**src/rtl/spi_read_ctrl_pkg.sv**
```systemverilog
// Shared types and helpers for the SPI read sequencer: FSM state encoding,
// press counter width, and the counter-width helper.
package spi_read_pkg;

    typedef enum logic [1:0] {
        IDLE  = 2'd0,
        START = 2'd1,
        WAIT  = 2'd2,
        GAP   = 2'd3
    } state_t;

    localparam int PRESS_CNT_W = 8;

    // Width of a counter that must hold values 0..x-1, never narrower than 1 bit.
    function automatic int cnt_w(input int x);
        int w;
        w = $clog2(x);
        return (w < 1) ? 1 : w;
    endfunction

endpackage

```
**src/rtl/spi_read_ctrl_if.sv**
```systemverilog
// Start/done handshake between the read sequencer (master) and the SPI read engine (slave).
interface spi_read_if #(
    parameter int DATA_W = 16
);
    // spi_start_o is a single-cycle request; the slave answers later with a
    // single-cycle spi_done_i, and spi_data_i is meaningful only in that cycle.
    logic              spi_start_o;
    logic              spi_done_i;
    logic [DATA_W-1:0] spi_data_i;

    modport master (output spi_start_o, input spi_done_i, input spi_data_i);
    modport slave  (input spi_start_o, output spi_done_i, output spi_data_i);
endinterface

```
**src/rtl/spi_read_ctrl_rise_det.sv**
```systemverilog
// Rising-edge detector on the debounced switch level. The history register
// resets high so a level already high when reset releases is not a press.
module rise_det (
    input  logic clk_i,
    input  logic rst_i,
    input  logic db_i,
    output logic press_o
);
    logic r_db_q;

    always_ff @(posedge clk_i) begin
        if (rst_i) begin
            r_db_q <= 1'b1;
        end else begin
            r_db_q <= db_i;
        end
    end

    assign press_o = db_i & ~r_db_q;
endmodule

```
**src/rtl/spi_read_ctrl.sv**
```systemverilog
// Burst read sequencer: each switch press issues N_READS SPI reads, spaced by
// GAP_CYC idle cycles, each guarded by a TIMEOUT_CYC wait limit.
module spi_read_ctrl
    import spi_read_pkg::*;
#(
    parameter  int DATA_W      = 16,
    parameter  int N_READS     = 4,
    parameter  int GAP_CYC     = 8,
    parameter  int TIMEOUT_CYC = 1024,
    localparam int IDX_W       = cnt_w(N_READS)
) (
    input  logic                   clk_i,
    input  logic                   rst_i,
    input  logic                   db_i,
    spi_read_if.master             spi,
    output logic [DATA_W-1:0]      data_o,
    output logic                   data_valid_o,
    output logic [IDX_W-1:0]       idx_o,
    output logic                   busy_o,
    output logic                   burst_done_o,
    output logic                   timeout_o,
    output logic [PRESS_CNT_W-1:0] press_cnt_o,
    output state_t                 state_o
);
    localparam int GAP_W = cnt_w(GAP_CYC);
    localparam int TO_W  = cnt_w(TIMEOUT_CYC);
    localparam logic [IDX_W-1:0] RD_LAST  = IDX_W'(N_READS - 1);
    localparam logic [GAP_W-1:0] GAP_LAST = GAP_W'((GAP_CYC > 0) ? GAP_CYC - 1 : 0);
    localparam logic [TO_W-1:0]  TO_LAST  = TO_W'(TIMEOUT_CYC - 1);

    state_t                 r_state;
    state_t                 w_state_nxt;
    logic                   w_press;
    logic                   w_accept;
    logic                   w_start;
    logic                   w_capture;
    logic                   w_last;
    logic                   w_to_hit;

    logic [IDX_W-1:0]       r_rd_cnt;
    logic [GAP_W-1:0]       r_gap_cnt;
    logic [TO_W-1:0]        r_to_cnt;
    logic [DATA_W-1:0]      r_data;
    logic [IDX_W-1:0]       r_idx;
    logic                   r_data_valid;
    logic                   r_burst_done;
    logic                   r_timeout;
    logic [PRESS_CNT_W-1:0] r_press_cnt;

    rise_det u_rise_det (
        .clk_i   (clk_i),
        .rst_i   (rst_i),
        .db_i    (db_i),
        .press_o (w_press)
    );

    always_ff @(posedge clk_i) begin
        if (rst_i) begin
            r_state <= IDLE;
        end else begin
            r_state <= w_state_nxt;
        end
    end

    // A done in the same cycle the timeout counter expires is treated as done.
    always_comb begin
        w_state_nxt = r_state;
        w_accept    = 1'b0;
        w_start     = 1'b0;
        w_capture   = 1'b0;
        w_last      = 1'b0;
        w_to_hit    = 1'b0;
        case (r_state)
            IDLE: begin
                if (w_press) begin
                    w_accept    = 1'b1;
                    w_state_nxt = START;
                end
            end
            START: begin
                w_start     = 1'b1;
                w_state_nxt = WAIT;
            end
            WAIT: begin
                if (spi.spi_done_i) begin
                    w_capture = 1'b1;
                    if (r_rd_cnt == RD_LAST) begin
                        w_last      = 1'b1;
                        w_state_nxt = IDLE;
                    end else begin
                        w_state_nxt = (GAP_CYC == 0) ? START : GAP;
                    end
                end else if (r_to_cnt == TO_LAST) begin
                    w_to_hit    = 1'b1;
                    w_state_nxt = IDLE;
                end
            end
            GAP: begin
                if (r_gap_cnt == GAP_LAST) begin
                    w_state_nxt = START;
                end
            end
            default: w_state_nxt = IDLE;
        endcase
    end

    always_ff @(posedge clk_i) begin
        if (rst_i) begin
            r_rd_cnt     <= '0;
            r_gap_cnt    <= '0;
            r_to_cnt     <= '0;
            r_data       <= '0;
            r_idx        <= '0;
            r_data_valid <= 1'b0;
            r_burst_done <= 1'b0;
            r_timeout    <= 1'b0;
            r_press_cnt  <= '0;
        end else begin
            r_data_valid <= w_capture;
            r_burst_done <= w_last;
            if (w_capture) begin
                r_data <= spi.spi_data_i;
                r_idx  <= r_rd_cnt;
            end
            if (w_accept) begin
                r_press_cnt <= r_press_cnt + 1'b1;
                r_timeout   <= 1'b0;
                r_rd_cnt    <= '0;
            end else if (w_capture && !w_last) begin
                r_rd_cnt <= r_rd_cnt + 1'b1;
            end
            if (w_to_hit) begin
                r_timeout <= 1'b1;
            end
            // The gap counter idles at zero so every GAP entry starts a fresh count.
            if (r_state == START) begin
                r_to_cnt <= '0;
            end else if (r_state == WAIT) begin
                r_to_cnt <= r_to_cnt + 1'b1;
            end
            if (r_state == GAP) begin
                r_gap_cnt <= r_gap_cnt + 1'b1;
            end else begin
                r_gap_cnt <= '0;
            end
        end
    end

    assign spi.spi_start_o = w_start;
    assign data_o          = r_data;
    assign data_valid_o    = r_data_valid;
    assign idx_o           = r_idx;
    assign busy_o          = (r_state != IDLE);
    assign burst_done_o    = r_burst_done;
    assign timeout_o       = r_timeout;
    assign press_cnt_o     = r_press_cnt;
    assign state_o         = r_state;
endmodule

```
**src/flat_wrapper.sv**
```systemverilog
// flat-port wrapper written by rule: the top's interface ports become plain ports
module spi_read_ctrl_flat import spi_read_pkg::*;
#(
    parameter  int DATA_W      = 16,
    parameter  int N_READS     = 4,
    parameter  int GAP_CYC     = 8,
    parameter  int TIMEOUT_CYC = 1024,
    localparam int IDX_W       = cnt_w(N_READS)
)
  (clk_i, rst_i, db_i, data_o, data_valid_o, idx_o, busy_o, burst_done_o, timeout_o, press_cnt_o, state_o, spi_spi_start_o, spi_spi_done_i, spi_spi_data_i);
  spi_read_if #(.DATA_W(DATA_W)) spi_i ();
  input  logic clk_i;
  input  logic rst_i;
  input  logic db_i;
  output logic [DATA_W-1:0] data_o;
  output logic data_valid_o;
  output logic [IDX_W-1:0] idx_o;
  output logic busy_o;
  output logic burst_done_o;
  output logic timeout_o;
  output logic [PRESS_CNT_W-1:0] press_cnt_o;
  output state_t state_o;
  output wire logic [$bits(spi_i.spi_start_o)-1:0] spi_spi_start_o;
  input wire logic [$bits(spi_i.spi_done_i)-1:0] spi_spi_done_i;
  input wire logic [$bits(spi_i.spi_data_i)-1:0] spi_spi_data_i;
  assign spi_spi_start_o = spi_i.spi_start_o;
  assign spi_i.spi_done_i = spi_spi_done_i;
  assign spi_i.spi_data_i = spi_spi_data_i;
  spi_read_ctrl #(.DATA_W(DATA_W), .N_READS(N_READS), .GAP_CYC(GAP_CYC), .TIMEOUT_CYC(TIMEOUT_CYC)) u_core (.clk_i(clk_i), .rst_i(rst_i), .db_i(db_i), .spi(spi_i), .data_o(data_o), .data_valid_o(data_valid_o), .idx_o(idx_o), .busy_o(busy_o), .burst_done_o(burst_done_o), .timeout_o(timeout_o), .press_cnt_o(press_cnt_o), .state_o(state_o));
endmodule
```
**config.mk**
```make
export PLATFORM = sky130hd
export DESIGN_NAME = spi_read_ctrl_flat
export DESIGN_NICKNAME = d
export VERILOG_FILES = /design/src/rtl/spi_read_ctrl_pkg.sv /design/src/rtl/spi_read_ctrl_if.sv /design/src/rtl/spi_read_ctrl_rise_det.sv /design/src/rtl/spi_read_ctrl.sv /design/src/flat_wrapper.sv
export SDC_FILE = /design/constraint.sdc
export NUM_CORES = 1
export LEC_CHECK = 0
export CELL_PAD_IN_SITES_DETAIL_PLACEMENT = 1
export CELL_PAD_IN_SITES_GLOBAL_PLACEMENT = 1
export CORE_MARGIN = 4
export CORE_UTILIZATION = 39
export CTS_BUF_LIST = sky130_fd_sc_hd__clkbuf_2
export CTS_CLUSTER_DIAMETER = 40
export CTS_CLUSTER_SIZE = 10
export DETAILED_ROUTE_END_ITERATION = 16
export PLACE_DENSITY = 0.93
export SYNTH_ARGS = -nofsm -noshare
export SYNTH_HDL_FRONTEND = slang
export SYNTH_SLANG_ARGS = --single-unit
```
**constraint.sdc**
```tcl
create_clock -name clk_i -period 3.9 [get_ports clk_i]
set_input_delay 0.78 -clock clk_i [delete_from_list [all_inputs] [get_ports clk_i]]
set_output_delay 0.78 -clock clk_i [all_outputs]
set_load 0.03 [all_outputs]
```
# [Yosys cells after proc, flatten, opt, wreduce, memory -nomap -nowiden]
# Cells that the tools add are included.
[classes] add_sub_neg=4 reduce_logical=9 bitwise=3 n_eq_ne=9 mux=19
[ops] operator="$mux 1" n=13
[ops] operator="$add 10x1->10 const B" n=1
[ops] operator="$eq 10x10->1 const B" n=1
[ops] operator="$mux 2" n=5
[ops] operator="$add 8x1->8 const B" n=1
[ops] operator="$pmux 2 s4" n=1
[ops] operator="$eq 2x2->1 const B" n=3
[ops] operator="$reduce_or 2->1" n=3
[ops] operator="$reduce_bool 2->1" n=2
[ops] operator="$add 3x1->3 const B" n=1
[ops] operator="$eq 3x3->1 const B" n=1
[ops] operator="$ne 3x2->1 const B" n=1
[ops] operator="$reduce_and 3->1" n=1
[ops] operator="$add 2x1->2 const B" n=1
[ops] operator="$eq 2x1->1 const B" n=1
[ops] operator="$logic_not 2->1" n=1
[ops] operator="$ne 2x1->1 const B" n=1
[ops] operator="$ne 2x2->1 const B" n=1
[ops] operator="$not 1->1" n=2
[ops] operator="$and 1x1->1" n=1
[ops] operator="$logic_and 1x1->1" n=1
[ops] operator="$logic_not 1->1" n=1
[word_totals] reg_bits=47 word_cells=55 input_bits=20

# [Logic depth before layout (Yosys ltp)]
[logic_depth] word_depth=6 mapped_depth=8 depth_no_buf=6

# [By module]
# Synthesis repeated with hierarchy kept, for this count alone.
[hier_totals] hier_cells=216 area_unflattened_um2=1885.6
[by_module_without_submodules] mod="spi_read_ctrl" n_inst=1 cells_per_inst=213 seq_area_each_um2=920.9 area_each_um2=1853.0
[by_module_without_submodules] mod="rise_det" n_inst=1 cells_per_inst=3 seq_area_each_um2=20.0 area_each_um2=32.5

# [Least setup slack after synthesis]
# OpenSTA, ideal clock, no wires.
[synth_timing] path_type="reg2out" start="register u_core.r_state[0] (netlist: u_core.state_o[0])" end="output port busy_o" arrival_ps=1081 required_ps=3120 path_buffers=0 path_stages_with_launch=4 setup_slack_ps=2039 cell_sequence="dfxtp_1 > inv_1 > ha_1 > inv_1"
[synth_between] elab_chain_len=1
[synth_rtl] item="start, declared" line="spi_read_ctrl.sv:31" text="state_t r_state;"
[synth_rtl] item="start signal, assigned" line="spi_read_ctrl.sv:61" text="r_state <= w_state_nxt;"
[synth_rtl] item="$reduce_bool 2->1" line="spi_read_ctrl.sv:153" text="assign busy_o = (r_state != IDLE);"
[synth_rtl] item="end, declared" line="flat_wrapper.sv:18" text="output logic busy_o;"
# Every way passes these cells.

# [Final worst setup path]
[layout_timing] start="register u_core.r_state[1] (netlist: u_core.state_o[1])" end="output port busy_o"
# Same word-level chain as after synthesis.

==> results.md <==
- Cts bufs inserted: 5
- Leak: ~0.92 nW
- Die X-Extent: about 78 µm
- Post-synth EDFFs: 0
- Initial drt markers: 50
- Slew Limit Headroom: 0.531
- Synthesized cell area: 1900 µm²
- CP Data Required Time: between 3000 and 4000 ps
- CP endpoint kind: output pin
- # IOs: 53
- Worst Reg-to-Reg Cells: 5
- Setup CP Type: flop to output pin
- WL final: 4650 µm
- Synth Warn #: 0
- DRC Markers: 0
- Max Slew Vio Count: 0
- Core outline area: about 4700 µm²
- Min-delay src: u_core.r_gap_cnt[0]
- Synth area leader: dfxtp_1
- R2r endpoint: u_core.r_rd_cnt[1]
- DIE AREA: around 6000 µm²
- Status: complete, no violations
- Post-CTS Hold Buffers: 0
- Sequential area share after synthesis: 0.496
- Final period util: 0.710
- Gpl congestion: 0.726
- Total grt overflow: 0
- Ys flop type: dfxtp_1
- Die height: around 80 µm
- Worst VDD drop: 0.000169 V
- MaxCap Viol Count: 0
- Post-Syn Nets: about 250
- Cell count after synthesis: 217
- Hold/Removal Path Class: flop to flop
- Hpwl dp: 3440 µm
- Clock transition at the registers of the reported paths: 240 ps
- Count of different cell masters after synthesis: 28
- Yosys top cell area share: 0.496
- Fin nets: ~300
- Fraction of layout cells with a size suffix above 1: 0.0449
- Slew of the pin with the lowest slew margin: around 700 ps
- Post-CTS Resized: 0
- Seq cells post-synth: 47
- H-tree Lvls: 2
- Skew final: between 20 and 25 ps
- Clk buf depth: 2
- Critical Path Sink: busy_o
- R2R setup slack: about 1800 ps
- Setup Fix Bufs, Post-CTS: 0
- ANT cells: 0
- Sink Count: 47
- WL/cell: 13.9 µm
- Via total after detailed routing: roughly 1600
- Setup TNS: 0 ps
- Vias/cell: between 4 and 5
- Worst r2r src: u_core.state_o[1]
- Largest cells by area after synthesis: dfxtp_1, nand2_1, ha_1, a21oi_1, xor2_1
- PD cells: 375 nW/µm²
- Vias in the first global route: about 1700
- First-pass GRT wire length: roughly 7900 µm
- RSZ-0062 raised after global routing: no
- Initial antenna violation count: 0
- Largest net degree at the start of global routing: 33
- Final min period: approximately 2800 ps
- Root Driver: clkbuf_2
- Ys async rst share: 0
- Syn avg cell area: a little under 9 µm²
- Peak Freq: about 0.36 GHz
- CTS tree: yes
- I/O Buffers: 52
- Pre-antenna DRT Iters: 4
- P&R area growth vs syn: 33.2%
- Crit path launch: u_core.state_o[1]
- Worst Setup Start Kind: flop
- Total Routing Usage GR: 0.166
- Clock latency on the worst-skew pair: roughly 430 ps
- Final Hold Viols: 0
- Hold WS: between 400 and 500 ps
- Rows: 25
- Initial Utilization: 0.402
- Worst-path fanout max: 5
- Arrival @ worst endpoint: 1990 ps
- DRT antenna net count: 0
- Number of setup violations in the final report: 0
==> how the worst min path moves through the flow <==
stage                     depth (start not counted)  slack, ps                  end
after floorplan                                   1        400  u_core.r_gap_cnt[0]
after global placement                            1        410  u_core.r_gap_cnt[0]
after detailed placement                          1        420  u_core.r_gap_cnt[0]
after CTS                                         1        450  u_core.r_gap_cnt[0]
after global routing                              1        480  u_core.r_gap_cnt[0]
final                                             1        440  u_core.r_gap_cnt[0]
==> cells in the mapped netlist (all sizes together), types with 5 or more instances <==
library cell / number
a21oi: 22
buf: 5
clkbuf: 6
dfxtp: 47
ha: 9
inv: 5
mux2i: 5
nand2: 45
nand4: 5
nor2: 18
nor3: 5
o21ai: 7
xor2: 9
==> per-stage QoR <==
stage | instances | cell area, µm² | util | setup slack, ps | power (mW)
after floorplan | 217 | 1900 | - | 2040 | 0.611
after global placement | 326 | 2460 | 0.521 | 1390 | 0.682
after detailed placement | 326 | 2460 | 0.521 | 1340 | 0.686
after CTS | 334 | 2530 | 0.535 | 1080 | 0.963
after global routing | 334 | 2530 | 0.535 | 985 | 0.993
final | 334 | 2530 | 0.535 | 1130 | 0.948
==> logic make-up (layout without fill, tap and decap cells) <==
kind of cell | Yosys count | count (layout) | synth area share
DFF | 47 | 47 | 0.496
xor gates and xnor gates | 13 | 13 | 0.0600
and+or+nand+nor | 97 | 97 | 0.241
AOI/OAI and AO/OA | 30 | 30 | 0.0811
muxes | 5 | 5 | 0.0264
buffers and inverters | 16 | 66 | 0.0363
adders and majority gates | 9 | 9 | 0.0594
==> state kept, by name, indices dropped and copies added, names as in the netlist <==
register and count:
u_core.burst_done_o 1, u_core.data_o 16, u_core.data_valid_o 1, u_core.idx_o 2, u_core.press_cnt_o 8, u_core.r_gap_cnt 3, u_core.r_rd_cnt 2, u_core.r_to_cnt 10
u_core.state_o 2, u_core.timeout_o 1, u_core.u_rise_det.r_db_q 1
==> critical path: stages (launching register included) <==
cell	delay (ps)
dfxtp_1	490
inv_1	100
ha_1	240
inv_1	60
clkdlybuf4s50_1	660
==> metal layers <==
layer / part of all wire / up-vias / track usage
met5: 0 / - / 0
met4: 0.017 / 0 / 0.0694
met3: 0.029 / 7 / 0.0371
met2: 0.53 / 29 / 0.301
met1: 0.43 / 765 / 0.186
li1: - / 816 / -
==> power breakdown <==
group	internal (mW)	switching, mW
Combinational	0.0757	0.0985
Clock	0.109	0.162
Sequential	0.492	0.0111
Total	0.676	0.272
==> cell type report <==
cell class | count | area [µm²]
well taps | 67 | 83.8
clock buffers | 5 | 25.0
multi-input cells | 154 | 887
clock inverters | 3 | 42.5
flip-flops and latches | 47 | 941
fillers | 566 | 2200
inverters | 5 | 18.8
repair buffers | 53 | 528
==> placed cells by master (no fill, tap or decap) <==
cell / n
nor3_1: 5
nor2b_1: 2
xor2_1: 9
and3b_2: 1
buf_4: 1
nand4_2: 1
nor4_1: 1
nand2b_1: 4
o221ai_1: 1
and4b_1: 1
xnor2_1: 4
or2_2: 2
clkbuf_2: 5
nand4_1: 4
mux2i_1: 5
clkinv_1: 1
dfxtp_1: 47
a21oi_1: 22
nand3_1: 2
inv_1: 5
bufinv_16: 1
ha_1: 9
clkdlybuf4s50_1: 52
and2_1: 3
and3_1: 2
inv_6: 1
nor2_1: 18
or3_1: 4
nor3b_1: 2
nand2_1: 45
o21ai_0: 7
Power figures use the tool's default switching activity.
